<file path="src/rtl/serial_adder_ctrl_if.sv">
// Handshake/data bundle for the bit-serial adder.
//   master side (requester): drives start, a, b, cin; observes busy, done, sum, cout
//   slave side  (adder)    : observes start, a, b, cin; drives busy, done, sum, cout
interface serial_adder_ctrl_if #(
  parameter int WIDTH = 8
);
  logic             start;
  logic [WIDTH-1:0] a;
  logic [WIDTH-1:0] b;
  logic             cin;
  logic             busy;
  logic             done;
  logic [WIDTH-1:0] sum;
  logic             cout;

  modport master (
    output start, a, b, cin,
    input  busy, done, sum, cout
  );

  modport slave (
    input  start, a, b, cin,
    output busy, done, sum, cout
  );
endinterface

</file>
<file path="src/rtl/serial_adder_ctrl.sv">
// Bit-serial WIDTH-bit adder built around one 1-bit full-adder cell.
// A start seen in IDLE captures a, b and cin; the operands are then fed to the
// cell one bit per clock, LSB first, with the carry kept in a flop. The result
// is assembled in a shift register and copied to sum/cout on the last bit.
// Ports:
//   clk   : rising-edge clock
//   rst_n : asynchronous active-low reset
//   bus   : slave side of serial_adder_ctrl_if
//           start/a/b/cin in; busy (SHIFT or DONE), done (1-cycle pulse),
//           sum/cout (held between operations) out

// 1-bit full-adder cell.
module serial_adder_fa (
  input  logic a_i,
  input  logic b_i,
  input  logic cin_i,
  output logic sum_o,
  output logic cout_o
);
  assign sum_o  = a_i ^ b_i ^ cin_i;
  assign cout_o = (a_i & b_i) | (cin_i & (a_i ^ b_i));
endmodule

module serial_adder_ctrl #(
  parameter int WIDTH = 8
) (
  input  logic               clk,
  input  logic               rst_n,
  serial_adder_ctrl_if.slave bus
);
  // One extra bit so the counter can represent WIDTH without wrapping at 32.
  localparam int CNT_W = $clog2(WIDTH) + 1;

  typedef enum logic [1:0] {IDLE, SHIFT, DONE} state_t;

  state_t           state_q, state_d;
  logic [WIDTH-1:0] a_q, a_d;
  logic [WIDTH-1:0] b_q, b_d;
  logic [WIDTH-1:0] res_q, res_d;
  logic             carry_q, carry_d;
  logic [CNT_W-1:0] cnt_q, cnt_d;
  logic [WIDTH-1:0] sum_q, sum_d;
  logic             cout_q, cout_d;

  logic             fa_sum;
  logic             fa_cout;

  serial_adder_fa u_fa (
    .a_i    (a_q[0]),
    .b_i    (b_q[0]),
    .cin_i  (carry_q),
    .sum_o  (fa_sum),
    .cout_o (fa_cout)
  );

  always_ff @(posedge clk or negedge rst_n) begin
    if (!rst_n) begin
      state_q <= IDLE;
      a_q     <= '0;
      b_q     <= '0;
      res_q   <= '0;
      carry_q <= 1'b0;
      cnt_q   <= '0;
      sum_q   <= '0;
      cout_q  <= 1'b0;
    end else begin
      state_q <= state_d;
      a_q     <= a_d;
      b_q     <= b_d;
      res_q   <= res_d;
      carry_q <= carry_d;
      cnt_q   <= cnt_d;
      sum_q   <= sum_d;
      cout_q  <= cout_d;
    end
  end

  always_comb begin
    state_d = state_q;
    a_d     = a_q;
    b_d     = b_q;
    res_d   = res_q;
    carry_d = carry_q;
    cnt_d   = cnt_q;
    sum_d   = sum_q;
    cout_d  = cout_q;

    case (state_q)
      IDLE: begin
        if (bus.start) begin
          a_d     = bus.a;
          b_d     = bus.b;
          carry_d = bus.cin;
          cnt_d   = '0;
          state_d = SHIFT;
        end
      end
      SHIFT: begin
        a_d     = a_q >> 1;
        b_d     = b_q >> 1;
        // Shift then overwrite the MSB; this form also holds for WIDTH=1.
        res_d             = res_q >> 1;
        res_d[WIDTH-1]    = fa_sum;
        carry_d           = fa_cout;
        cnt_d             = cnt_q + CNT_W'(1);
        if (cnt_q == CNT_W'(WIDTH - 1)) begin
          sum_d   = res_d;
          cout_d  = fa_cout;
          state_d = DONE;
        end
      end
      DONE: begin
        state_d = IDLE;
      end
      default: begin
        state_d = IDLE;
      end
    endcase
  end

  assign bus.busy = (state_q != IDLE);
  assign bus.done = (state_q == DONE);
  assign bus.sum  = sum_q;
  assign bus.cout = cout_q;
endmodule

</file>
<file path="src/flat_wrapper.sv">
// flat-port wrapper written by rule: the top's interface ports become plain ports
module serial_adder_ctrl_flat 
#(
  parameter int WIDTH = 8
)
  (clk, rst_n, bus_start, bus_a, bus_b, bus_cin, bus_busy, bus_done, bus_sum, bus_cout);
  serial_adder_ctrl_if #(.WIDTH(WIDTH)) bus_i ();
  input  logic clk;
  input  logic rst_n;
  input wire logic [$bits(bus_i.start)-1:0] bus_start;
  input wire logic [$bits(bus_i.a)-1:0] bus_a;
  input wire logic [$bits(bus_i.b)-1:0] bus_b;
  input wire logic [$bits(bus_i.cin)-1:0] bus_cin;
  output wire logic [$bits(bus_i.busy)-1:0] bus_busy;
  output wire logic [$bits(bus_i.done)-1:0] bus_done;
  output wire logic [$bits(bus_i.sum)-1:0] bus_sum;
  output wire logic [$bits(bus_i.cout)-1:0] bus_cout;
  assign bus_i.start = bus_start;
  assign bus_i.a = bus_a;
  assign bus_i.b = bus_b;
  assign bus_i.cin = bus_cin;
  assign bus_busy = bus_i.busy;
  assign bus_done = bus_i.done;
  assign bus_sum = bus_i.sum;
  assign bus_cout = bus_i.cout;
  serial_adder_ctrl #(.WIDTH(WIDTH)) u_core (.clk(clk), .rst_n(rst_n), .bus(bus_i));
endmodule
</file>
<file path="config.mk">
export PLATFORM = sky130hd
export DESIGN_NAME = serial_adder_ctrl_flat
export DESIGN_NICKNAME = d
export VERILOG_FILES = /design/src/rtl/serial_adder_ctrl_if.sv /design/src/rtl/serial_adder_ctrl.sv /design/src/flat_wrapper.sv
export SDC_FILE = /design/constraint.sdc
export NUM_CORES = 1
export LEC_CHECK = 0
export ABC_AREA = 1
export CORE_ASPECT_RATIO = 1.2
export CORE_MARGIN = 4
export CORE_UTILIZATION = 54
export CTS_BUF_LIST = sky130_fd_sc_hd__clkbuf_2
export DETAILED_ROUTE_END_ITERATION = 7
export GPL_ROUTABILITY_DRIVEN = 0
export PLACE_DENSITY = 0.82
export SLEW_MARGIN = 20
export SYNTH_ARGS = -nofsm -noshare
export SYNTH_HDL_FRONTEND = slang
export SYNTH_SLANG_ARGS = --single-unit
</file>
<file path="constraint.sdc">
create_clock -name clk -period 1.44 [get_ports clk]
set_input_delay 0.288 -clock clk [delete_from_list [all_inputs] [get_ports clk]]
set_output_delay 0.288 -clock clk [all_outputs]
set_load 0.005 [all_outputs]
</file>
==> reports/qor.yml, run 1 <==
layout:
  insertedDiodeCount: 0
  layout.cells.most_common_list: "nand3_1, nand2_1, dfrtp_1, clkdlybuf4s50_1, buf_4"
  multiInputGateArea_sq_um: 657
  finalNetCount: 259
  drive_gt1_share_pct: 15.5
  synthToLayoutAreaGrowth_pct: 28.1
  fillCellCount: 249
  postLayoutCellArea_sq_um: 2230
  final_cells: 274
  layout_commonest_cell: "nand3_1"
  sequential_cell_area_sq_um: 977
clock_network:
  clock_insertion_delay_worst_skew_ns: 0.39
  clock_tree.buffer_depth: 2
  number_of_buffers_inserted_during_clock_tree_synthesis: 5
  cts_tree: "yes"
  clock_sinks: 39
  cts.htree.levels: 2
  cts.reportedPaths.clkPinSlew_ns: 0.19
  clk_root_buffer_cell: "clkbuf_2"
yosys:
  yosysSeqAreaShare_pct: 56.0
  synth_cells: 194
  average_instance_area_after_synthesis_sq_um: 8.98
  mappedNetlistArea_sq_um: 1740
  yosys.area.top_type: "dfrtp_1"
  synth_seq_cells: 39
  ys_warn_count: 0
  synth_top_cell_area_share_pct: 56.0
  synth.area.top_cells: "dfrtp_1, nand3_1, nand2_1, o21ai_1, buf_6"
  post_synth_num_cell_types: 19
  synth_fp_nets: 216
sta:
  unrepaired_setup_endpoints_after_global_routing: "true"
  timing.clock.skew_ns: 0.0104
  timing.fmax_mhz: 675
  finalWorstPathRequiredPeriod_ns: 1.48
  final-setup-viol-count: 2
  max_slew.worst_pin.slew_ns: 0.414
  finalHoldViolations: 0
  timing.max_slew.rel_slack_pct: 72.4
  min_period_over_period_pct: 103
  holdWs_ns: 0.322
  final_max_slew_viol_count: 0
  totalNegativeSetupSlack_ns: -0.0528
  timing.final.ws_setup_ns: -0.0421
critical_path:
  path_class: "reg2out"
  crit_fanout: 2
  timing.critical_path.from_type: "flip-flop"
  critical_path.reg2reg.endpoint: "u_core.bus.sum[3]"
  crit_required_ns: 1.15
  launching_point_of_the_worst_reg2reg_path: "u_core.state_q[1]"
  critical_path_arrival_ns: 1.19
  reg2reg_setup_slack_ns: -0.01
  ff2ff_path_depth: 8
  setup.worst_path.end_class: "output port"
power_and_ir_drop:
  internal_power_w: 0.00259
  sw_frac_of_total_pct: 38.7
  share_clk_of_total_power_pct: 15.1
  combPwrFrac_pct: 41.2
  power_density_nw_per_um2: 1890
  switchingPower_w: 0.00163
  power_frac_seq_pct: 43.6
  static-leakage-power_nw: 1.12
  ir_worst_vdd_mv: 1.25
die:
  initial_core_util_pct: 56.5
  chipWidth_um: 59.9
  pin_count: 31
  num_rows: 22
  fp.coreArea_sq_um: 3080
  floorplan.die_area_sq_um: 4200
  die-height_um: 70.2
route:
  routed_via_density: 5.51
  dr_total_vias: 1511
  drtIter0Drc: 86
  route.detailed.wl_per_inst_um: 13.7
  drt_drc_violations_left: 0
  final_antenna_net_count: 0
  wl_um: 3750
  firstDrtPassIters: 4
grt:
  gr-total-overflow: 0
  global_route.usage.total_pct: 20.8
  grt_antenna_before_repair: 0
  grt_pass1_wl_um: 6630
  first_global_vias: 1548
  grt_start_max_net_pins: 26
worst_hold_path:
  hold_class: "in2async"
place:
  place_area_sq_um: 2080
  hpwlAfterDp_um: 2620
  placedCellCount: 258
  io_buffers: 30
status:
  failing_checks: "setup timing"
  status: "finished with violations"
job:
  max_cap_viol_count: 0
## power by group through the flow
stage / Sequential (W) / Clock (W) / Combinational, W
floorplan: 0.00182 / 0 / 0.00110
global placement: 0.00184 / 0 / 0.00156
detailed placement: 0.00187 / 0 / 0.00164
CTS: 0.00184 / 0.000655 / 0.00165
global route: 0.00191 / 0.000700 / 0.00201
finish: 0.00185 / 0.000639 / 0.00174
## per-layer routing
| layer | part of all wire (%) | routed length [um] | track usage (%) |
|---|---|---|---|
| met5 | 0 | 0 | 0 |
| met4 | 1.3 | 47 | 8.62 |
| met3 | 6.1 | 230 | 5.36 |
| met2 | 55 | 2060 | 36.5 |
| met1 | 38 | 1410 | 22.7 |
## worst max path at each step
stage | start | end | depth (start not counted)
5_1_grt | u_core.state_q[1] | bus_done | 4
3_5_place_dp | u_core.state_q[0] | bus_done | 2
2_1_floorplan | u_core.state_q[0] | bus_busy | 3
3_3_place_gp | u_core.state_q[0] | bus_done | 2
4_1_cts | u_core.state_q[1] | bus_done | 4
6_report | u_core.state_q[0] | bus_done | 3
## sequential cells by signal, indices dropped and copies added (netlist names)
signal           count
u_core.state_q       2
u_core.res_q         7
u_core.bus.sum       8
u_core.b_q           8
u_core.cnt_q         4
u_core.a_q           8
u_core.carry_q       1
u_core.bus.cout      1
## cells in the mapped netlist
library cell and n:
inv_1 7, nand3_1 62, o21ai_1 9, nor2_1 3, inv_2 1, clkbuf_2 1, fa_1 1, buf_4 3
nand4_1 1, buf_6 3, nand2_2 2, buf_2 5, dfrtp_1 39, inv_6 1, ha_1 1, nand2_4 1
nor2_2 1, nand2_1 52, nor2_4 1
## timing repair
item | in CTS | in global routing
buffers inserted | 4 | 2
gates resized for setup | 23 | 7
pin swaps | 0 | 1
setup endpoints to repair | 11 | 36
endpoints found under the hold margin | 17 | 0
cloned | 0 | 1
hold buffers | 1 | 0
## cells by family after synthesis
group / Yosys count / share of synthesized area (%)
adder cells (fa/ha/maj): 2 / 1.87
AND/OR/NAND/NOR: 123 / 32.4
flip-flops: 39 / 56.0
AO/OA/AOI/OAI: 9 / 2.58
buffers and inverters: 21 / 7.18
## cell type report
cell class                      count  area share [%]
Clock buffer                        5            1.12
Multi-Input combinational cell    134            29.4
Tap cell                           36            2.02
Sequential cell                    39            43.8
Clock inverter                      3            1.74
Inverter                            9            2.18
Timing Repair Buffer               47            19.4
Timing Repair inverter              1           0.392
## critical path, stage by stage, from the launching register on
cell and delay, ns:
dfrtp_2 0.47, buf_6 0.14, nor2_4 0.09, buf_2 0.11
## stage by stage
stage,total power [W],utilization [%],setup slack [ns]
after floorplan,0.00292,-,0.313
after global placement,0.00340,67.6,0.0306
after detailed placement,0.00351,67.6,0.0368
after CTS,0.00414,70.9,-0.0709
after global routing,0.00462,72.4,-0.122
final,0.00423,72.4,-0.0421
(Power assumes the default switching activity.)
==> run 2: changes to the inputs <==
RECOVER_POWER = 100   (was unset)
==> run 2 against run 1 <==
Net effect: critical endpoint unchanged; final area shrank 0.95%; wire length shrank 0.40%; highest routed layer unchanged; non-clock buffer count is the same; the run still ends with setup timing left.
==> reports/qor.yml, run 2 (synthesis gave the netlist of run 1 again) <==
status:
  status: "finished with violations"
  failing_checks: "setup timing"
place:
  hpwlAfterDp_um: 2620  # unchanged
  io_buffers: 30  # unchanged
  placedCellCount: 258  # unchanged
  place_area_sq_um: 2080  # unchanged
layout:
  postLayoutCellArea_sq_um: 2210  # -0.95%
  final_core_util_pct: 71.8  # -0.69 points
  final_cells: 274  # unchanged
  layout.cells.most_common_list: "nand3_1, nand2_1, dfrtp_1, clkdlybuf4s50_1, buf_4"
  synthToLayoutAreaGrowth_pct: 26.9
  insertedDiodeCount: 0  # unchanged
  drive_gt1_share_pct: 15.1  # -0.42 points
  fillCellCount: 252  # +1.2%
  finalNetCount: 259  # unchanged
  layout_commonest_cell: "nand3_1"
clock_network:
  clk_root_buffer_cell: "clkbuf_2"
  cts.reportedPaths.clkPinSlew_ns: 0.19  # about the same
  clock_tree.buffer_depth: 2  # unchanged
  number_of_buffers_inserted_during_clock_tree_synthesis: 5  # unchanged
  clock_insertion_delay_worst_skew_ns: 0.39  # about the same
  cts.htree.levels: 2  # unchanged
  clock_sinks: 39  # unchanged
  cts_tree: "yes"
job:
  max_cap_viol_count: 0  # unchanged
route:
  drtIter0Drc: 77  # -10%
  firstDrtPassIters: 4  # unchanged
  final_antenna_net_count: 0  # unchanged
  wl_um: 3730  # -0.40%
  dr_total_vias: 1500  # -0.73%
  route.detailed.wl_per_inst_um: 13.6  # -0.40%
  routed_via_density: 5.47  # -0.73%
  drt_drc_violations_left: 0  # unchanged
critical_path:
  launching_point_of_the_worst_reg2reg_path: "u_core.state_q[1]"
  setup.worst_path.end_class: "output port"
  timing.critical_path.slowest_stage_cell: "dfrtp_1"
  reg2reg_setup_slack_ns: 0.02  # +0.03 ns
  ff2ff_path_depth: 8  # unchanged
  critical_path.cell_chain: "buf_6 > inv_4 > nor2_4 > buf_2"
  path_class: "reg2out"
  crit_required_ns: 1.15  # about the same
  critical_path.reg2reg.endpoint: "u_core.bus.sum[3]"
  critical_path_arrival_ns: 1.18  # about the same
  crit_fanout: 2  # unchanged
  critical_path.max_stage_delay_ns: 0.47  # about the same
  worst_setup_path_startpoint: "u_core.state_q[1]"
  timing.critical_path.from_type: "flip-flop"
grt:
  grt_start_max_net_pins: 26  # unchanged
  first_global_vias: 1548  # unchanged
  grt_pass1_wl_um: 6630  # unchanged
  global_route.usage.total_pct: 20.8  # unchanged
  gr-total-overflow: 0  # unchanged
  grt_antenna_before_repair: 0  # unchanged
die:
  num_rows: 22  # unchanged
  floorplan.die_area_sq_um: 4200  # unchanged
  fp.coreArea_sq_um: 3080  # unchanged
  chipWidth_um: 59.9  # unchanged
  pin_count: 31  # unchanged
  initial_core_util_pct: 56.5  # unchanged
  die-height_um: 70.2  # unchanged
power_and_ir_drop:
  static-leakage-power_nw: 1.11  # -0.81%
  switchingPower_w: 0.00162  # -1.2%
  sw_frac_of_total_pct: 38.5  # -0.18 points
  power_frac_seq_pct: 43.9  # +0.3 points
  combPwrFrac_pct: 40.9  # -0.3 points
  internal_power_w: 0.00258  # -0.46%
  power_density_nw_per_um2: 1900  # +0.21%
  ir_worst_vdd_mv: 1.22  # -2.7%
  share_clk_of_total_power_pct: 15.1  # about the same
sta:
  timing.fmax_mhz: 679  # +0.70%
  finalHoldViolations: 0  # unchanged
  timing.max_slew.rel_slack_pct: 38.9  # -34 points
  timing.clock.skew_ns: 0.0112  # +0.000793 ns
  final_max_slew_viol_count: 0  # unchanged
  max_slew.worst_pin.slew_ns: 0.917  # +0.503 ns
  holdWs_ns: 0.424  # +0.102 ns
  min_period_over_period_pct: 102  # -0.72 points
  timing.final.ws_setup_ns: -0.0318  # +0.0103 ns
  unrepaired_setup_endpoints_after_global_routing: "true"
  finalWorstPathRequiredPeriod_ns: 1.47  # -0.0103 ns
  final-setup-viol-count: 1  # -1
worst_hold_path:
  hold_path.startpoint: "bus_b[7]"
  hold_class: "in2reg"
  min_path_cells: 3
  hold_path_end: "u_core.b_q[7]"
## run 2: per-stage QoR
step	power, W	worst slack [ns]	TNS [ns]
final	0.00420	-0.0318	-0.0318
after global routing	0.00459	-0.122	-2.24
after CTS	0.00414	-0.0709	-0.0709
after detailed placement	0.00351	0.0368	0
after global placement	0.00340	0.0306	0
after floorplan	0.00292	0.313	0
## run 2: layer usage
metal	track usage [%]	routed length [um]	share of wire, %
met4	8.62	35	0.94
met1	22.7	1410	38
met5	0	0	0
met2	36.5	2050	55
met3	5.36	237	6.4
## run 2: power by group through the flow
| stage | clock (W) | sequential, W | combinational, W |
|---|---|---|---|
| 2_1_floorplan | 0 | 0.00182 | 0.00110 |
| 3_3_place_gp | 0 | 0.00184 | 0.00156 |
| 3_5_place_dp | 0 | 0.00187 | 0.00164 |
| 4_1_cts | 0.000655 | 0.00184 | 0.00165 |
| 5_1_grt | 0.000700 | 0.00191 | 0.00199 |
| 6_report | 0.000635 | 0.00184 | 0.00172 |
## run 2: layout make-up
cell class | count | area, sq um | area share [%]
clock inverters | 3 | 38.8 | 1.75
repair inverters | 1 | 3.75 | 0.170
inverters | 9 | 48.8 | 2.21
multi-input cells | 134 | 657 | 29.7
clock buffers | 5 | 25.0 | 1.13
well taps | 36 | 45.0 | 2.04
repair buffers | 47 | 417 | 18.8
flip-flops and latches | 39 | 977 | 44.2
## run 2: worst max-delay path by stage
| stage | depth (start not counted) | slack, ns | endpoint |
|---|---|---|---|
| 2_1_floorplan | 3 | 0.31 | bus_busy |
| 3_3_place_gp | 2 | 0.03 | bus_done |
| 3_5_place_dp | 2 | 0.04 | bus_done |
| 4_1_cts | 4 | -0.07 | bus_done |
| 5_1_grt | 4 | -0.12 | bus_done |
| 6_report | 4 | -0.03 | bus_done |
## run 2: what timing repair did
action,4_1_cts,5_1_grt
cloned,0,1
resized for setup,23,7
endpoints found under the hold margin,17,0
endpoints found under the setup margin,11,36
pin swaps,0,1
buffers inserted,4,2
hold buffers,1,0
## run 2: worst max-delay path: cells and delay by family (launching register included)
| kind | cells | cell delay, ns |
|---|---|---|
| buffers and inverters | 3 | 0.30 |
| flip-flops | 1 | 0.47 |
| AND/OR/NAND/NOR | 1 | 0.03 |
==> edit, RTL diff (flow settings as in run 2) <==
`WIDTH` is set to 8 in 3 places; all go to 16.
--- a/src/rtl/serial_adder_ctrl_if.sv
+++ b/src/rtl/serial_adder_ctrl_if.sv
@@ -2,7 +2,7 @@
 //   master side (requester): drives start, a, b, cin; observes busy, done, sum, cout
 //   slave side  (adder)    : observes start, a, b, cin; drives busy, done, sum, cout
 interface serial_adder_ctrl_if #(
-  parameter int WIDTH = 8
+  parameter int WIDTH = 16
 );
   logic             start;
   logic [WIDTH-1:0] a;
--- a/src/rtl/serial_adder_ctrl.sv
+++ b/src/rtl/serial_adder_ctrl.sv
@@ -22,7 +22,7 @@
 endmodule
 
 module serial_adder_ctrl #(
-  parameter int WIDTH = 8
+  parameter int WIDTH = 16
 ) (
   input  logic               clk,
   input  logic               rst_n,
--- a/src/flat_wrapper.sv
+++ b/src/flat_wrapper.sv
@@ -1,7 +1,7 @@
 // flat-port wrapper written by rule: the top's interface ports become plain ports
 module serial_adder_ctrl_flat 
 #(
-  parameter int WIDTH = 8
+  parameter int WIDTH = 16
 )
   (clk, rst_n, bus_start, bus_a, bus_b, bus_cin, bus_busy, bus_done, bus_sum, bus_cout);
   serial_adder_ctrl_if #(.WIDTH(WIDTH)) bus_i ();
Ports: changed (resized bus_a, bus_b and bus_sum); port bits go from 31 to 55. The function was not compared with the original's and may differ.
==> edit against run 2 <==
The run still ends with negative setup slack left; area after synthesis is 76% higher; critical endpoint is now u_core.bus.sum[10]$_DFFE_PN0P_; total power rose by 100%; clock power is 83% higher; setup slack got worse by 0.11 ns; cell count is 80% higher; final area up 88%; core utilization is 5.0 points higher; maximum frequency fell by 7.2%; count of clock-buffer cells in the layout up 5; combinational power increased by 130%; routed wire length is 100% higher; sequential cell count up 33; critical path depth increased by 4.
==> edit: results (changes against run 2) <==
status=finished, violations left (unchanged); failing checks=negative setup slack (unchanged); Signal buffers=98 (was 47); layout cells sized above 1=0.250 (was 0.151); Final setup viols=21 (was 1); CTS clk-pin slew, worst paths=0.21 ns (was 0.19 ns); WL/cell=15.1 µm (was 13.6 µm); worst slack, placed=-0.0173 ns (was 0.0368 ns); compound-gate portion of the synthesized area=0.0566 (was 0.0258); Die W=76.9 µm (was 59.9 µm); CP max FO=8 (was 2); routed vias/inst=5.52 (was 5.47); Nets=466 (was 259); CTS H-tree depth=3 (was 2); DP HPWL=4.26 mm (was 2.62 mm); leading post-synthesis cells by instance count=nand3_1 (100), nand2_1 (79), dfrtp_1 (72), o21ai_0 (29), inv_1 (20) (was nand3_1 (62), nand2_1 (52), dfrtp_1 (39), o21ai_1 (9), inv_1 (7)); total length of routed wires=7.47 mm (was 3.73 mm); vias in the first global route=2,619 (was 1,548); nonclk inv count=21 (was 10); buffer share of cell area=0.212 (was 0.188); placed insts=452 (was 258); Skew-Pair Late Insertion Delay=0.51 ns (was 0.39 ns); Synth Area per Inst=9.02 µm² (was 8.98 µm²); Max VDD drop=1.05 mV (was 1.22 mV); Setup WS post-layout=-0.146 ns (was -0.0318 ns); Worst Hold Margin=0.306 ns (was 0.424 ns); FILL cells=370 (was 252); Port Buffers=54 (was 30); largest net degree at the start of global routing=73 (was 26); unique cell type count in the Yosys netlist=20 (was 19); Clock buffer cells=10 (was 5); Clock buf/inv share=0.0289 (was 0.0288); Multi-In Gates=225 (was 134); Core Util, Final=0.768 (was 0.718); placed cell area=0.00375 mm² (was 0.00208 mm²); GRT Total Usage=0.198 (was 0.208); CTS Buf Count=9 (was 5); Synth area leaders=dfrtp_1 (59%), nand3_1 (16%), nand2_1 (9.6%), o21ai_0 (4.7%), inv_1 (2.4%) (was dfrtp_1 (56%), nand3_1 (18%), nand2_1 (11%), o21ai_1 (2.6%), buf_6 (1.9%)); Synth Area in Adders=0.0146 (was 0.0187); Seq/Total Area, Yosys=0.586 (was 0.560)
-- edit: cell types whose count changed after synthesis, moves of 5 or more --
cell,delta
inv_1,+13
clkbuf_1,+5
nand2_1,+27
o21ai_1,-7
dfrtp_1,+33
nand3_1,+38
buf_2,+9
o21ai_0,+29
-- edit: worst min-delay path by stage --
stage	end	cells after the start
floorplan	u_core.a_q[0]$_DFFE_PN0P_	0
global placement	u_core.bus.sum[5]$_DFFE_PN0P_	2
detailed placement	u_core.bus.sum[7]$_DFFE_PN0P_	2
CTS	u_core.a_q[15]$_DFFE_PN0P_	3
global route	u_core.a_q[15]$_DFFE_PN0P_	3
finish	u_core.a_q[15]$_DFFE_PN0P_	3
-- edit: timing repair --
item / in CTS / in global routing
pin swaps: 2 / 8
buffers inserted: 17 / 8
hold buffers: 1 / 0
cloned: 0 / 4
hold endpoints to repair: 72 / 0
resized for setup: 78 / 59
endpoints found under the setup margin: 20 / 66
-- edit: where the power goes --
| part | internal, W | switching (W) | total [W] |
|---|---|---|---|
| Sequential | 0.00285 | 0.000525 | 0.00338 |
| Clock | 0.000412 | 0.000753 | 0.00116 |
| Combinational | 0.00179 | 0.00209 | 0.00388 |
| Total | 0.00505 | 0.00337 | 0.00842 |
-- edit: tightest hold or removal path, cell delays in order --
cell	delay, ns
clkdlybuf4s50_1	0.40
nand2_1	0.07
nand2_1	0.04
-- edit: per-layer routing --
metal | up-vias | GRT usage | wire length (µm)
li1 | 1302 | - | -
met1 | 1308 | 0.242 | 3020
met2 | 101 | 0.333 | 3880
met3 | 14 | 0.0499 | 424
met4 | 0 | 0.0785 | 143
met5 | - | 0 | 0
-- edit: logic make-up after synthesis --
logic type | after synthesis
simple gates | 188
flops | 72
buf+inv | 44
compound gates | 34
fa+ha+maj | 3
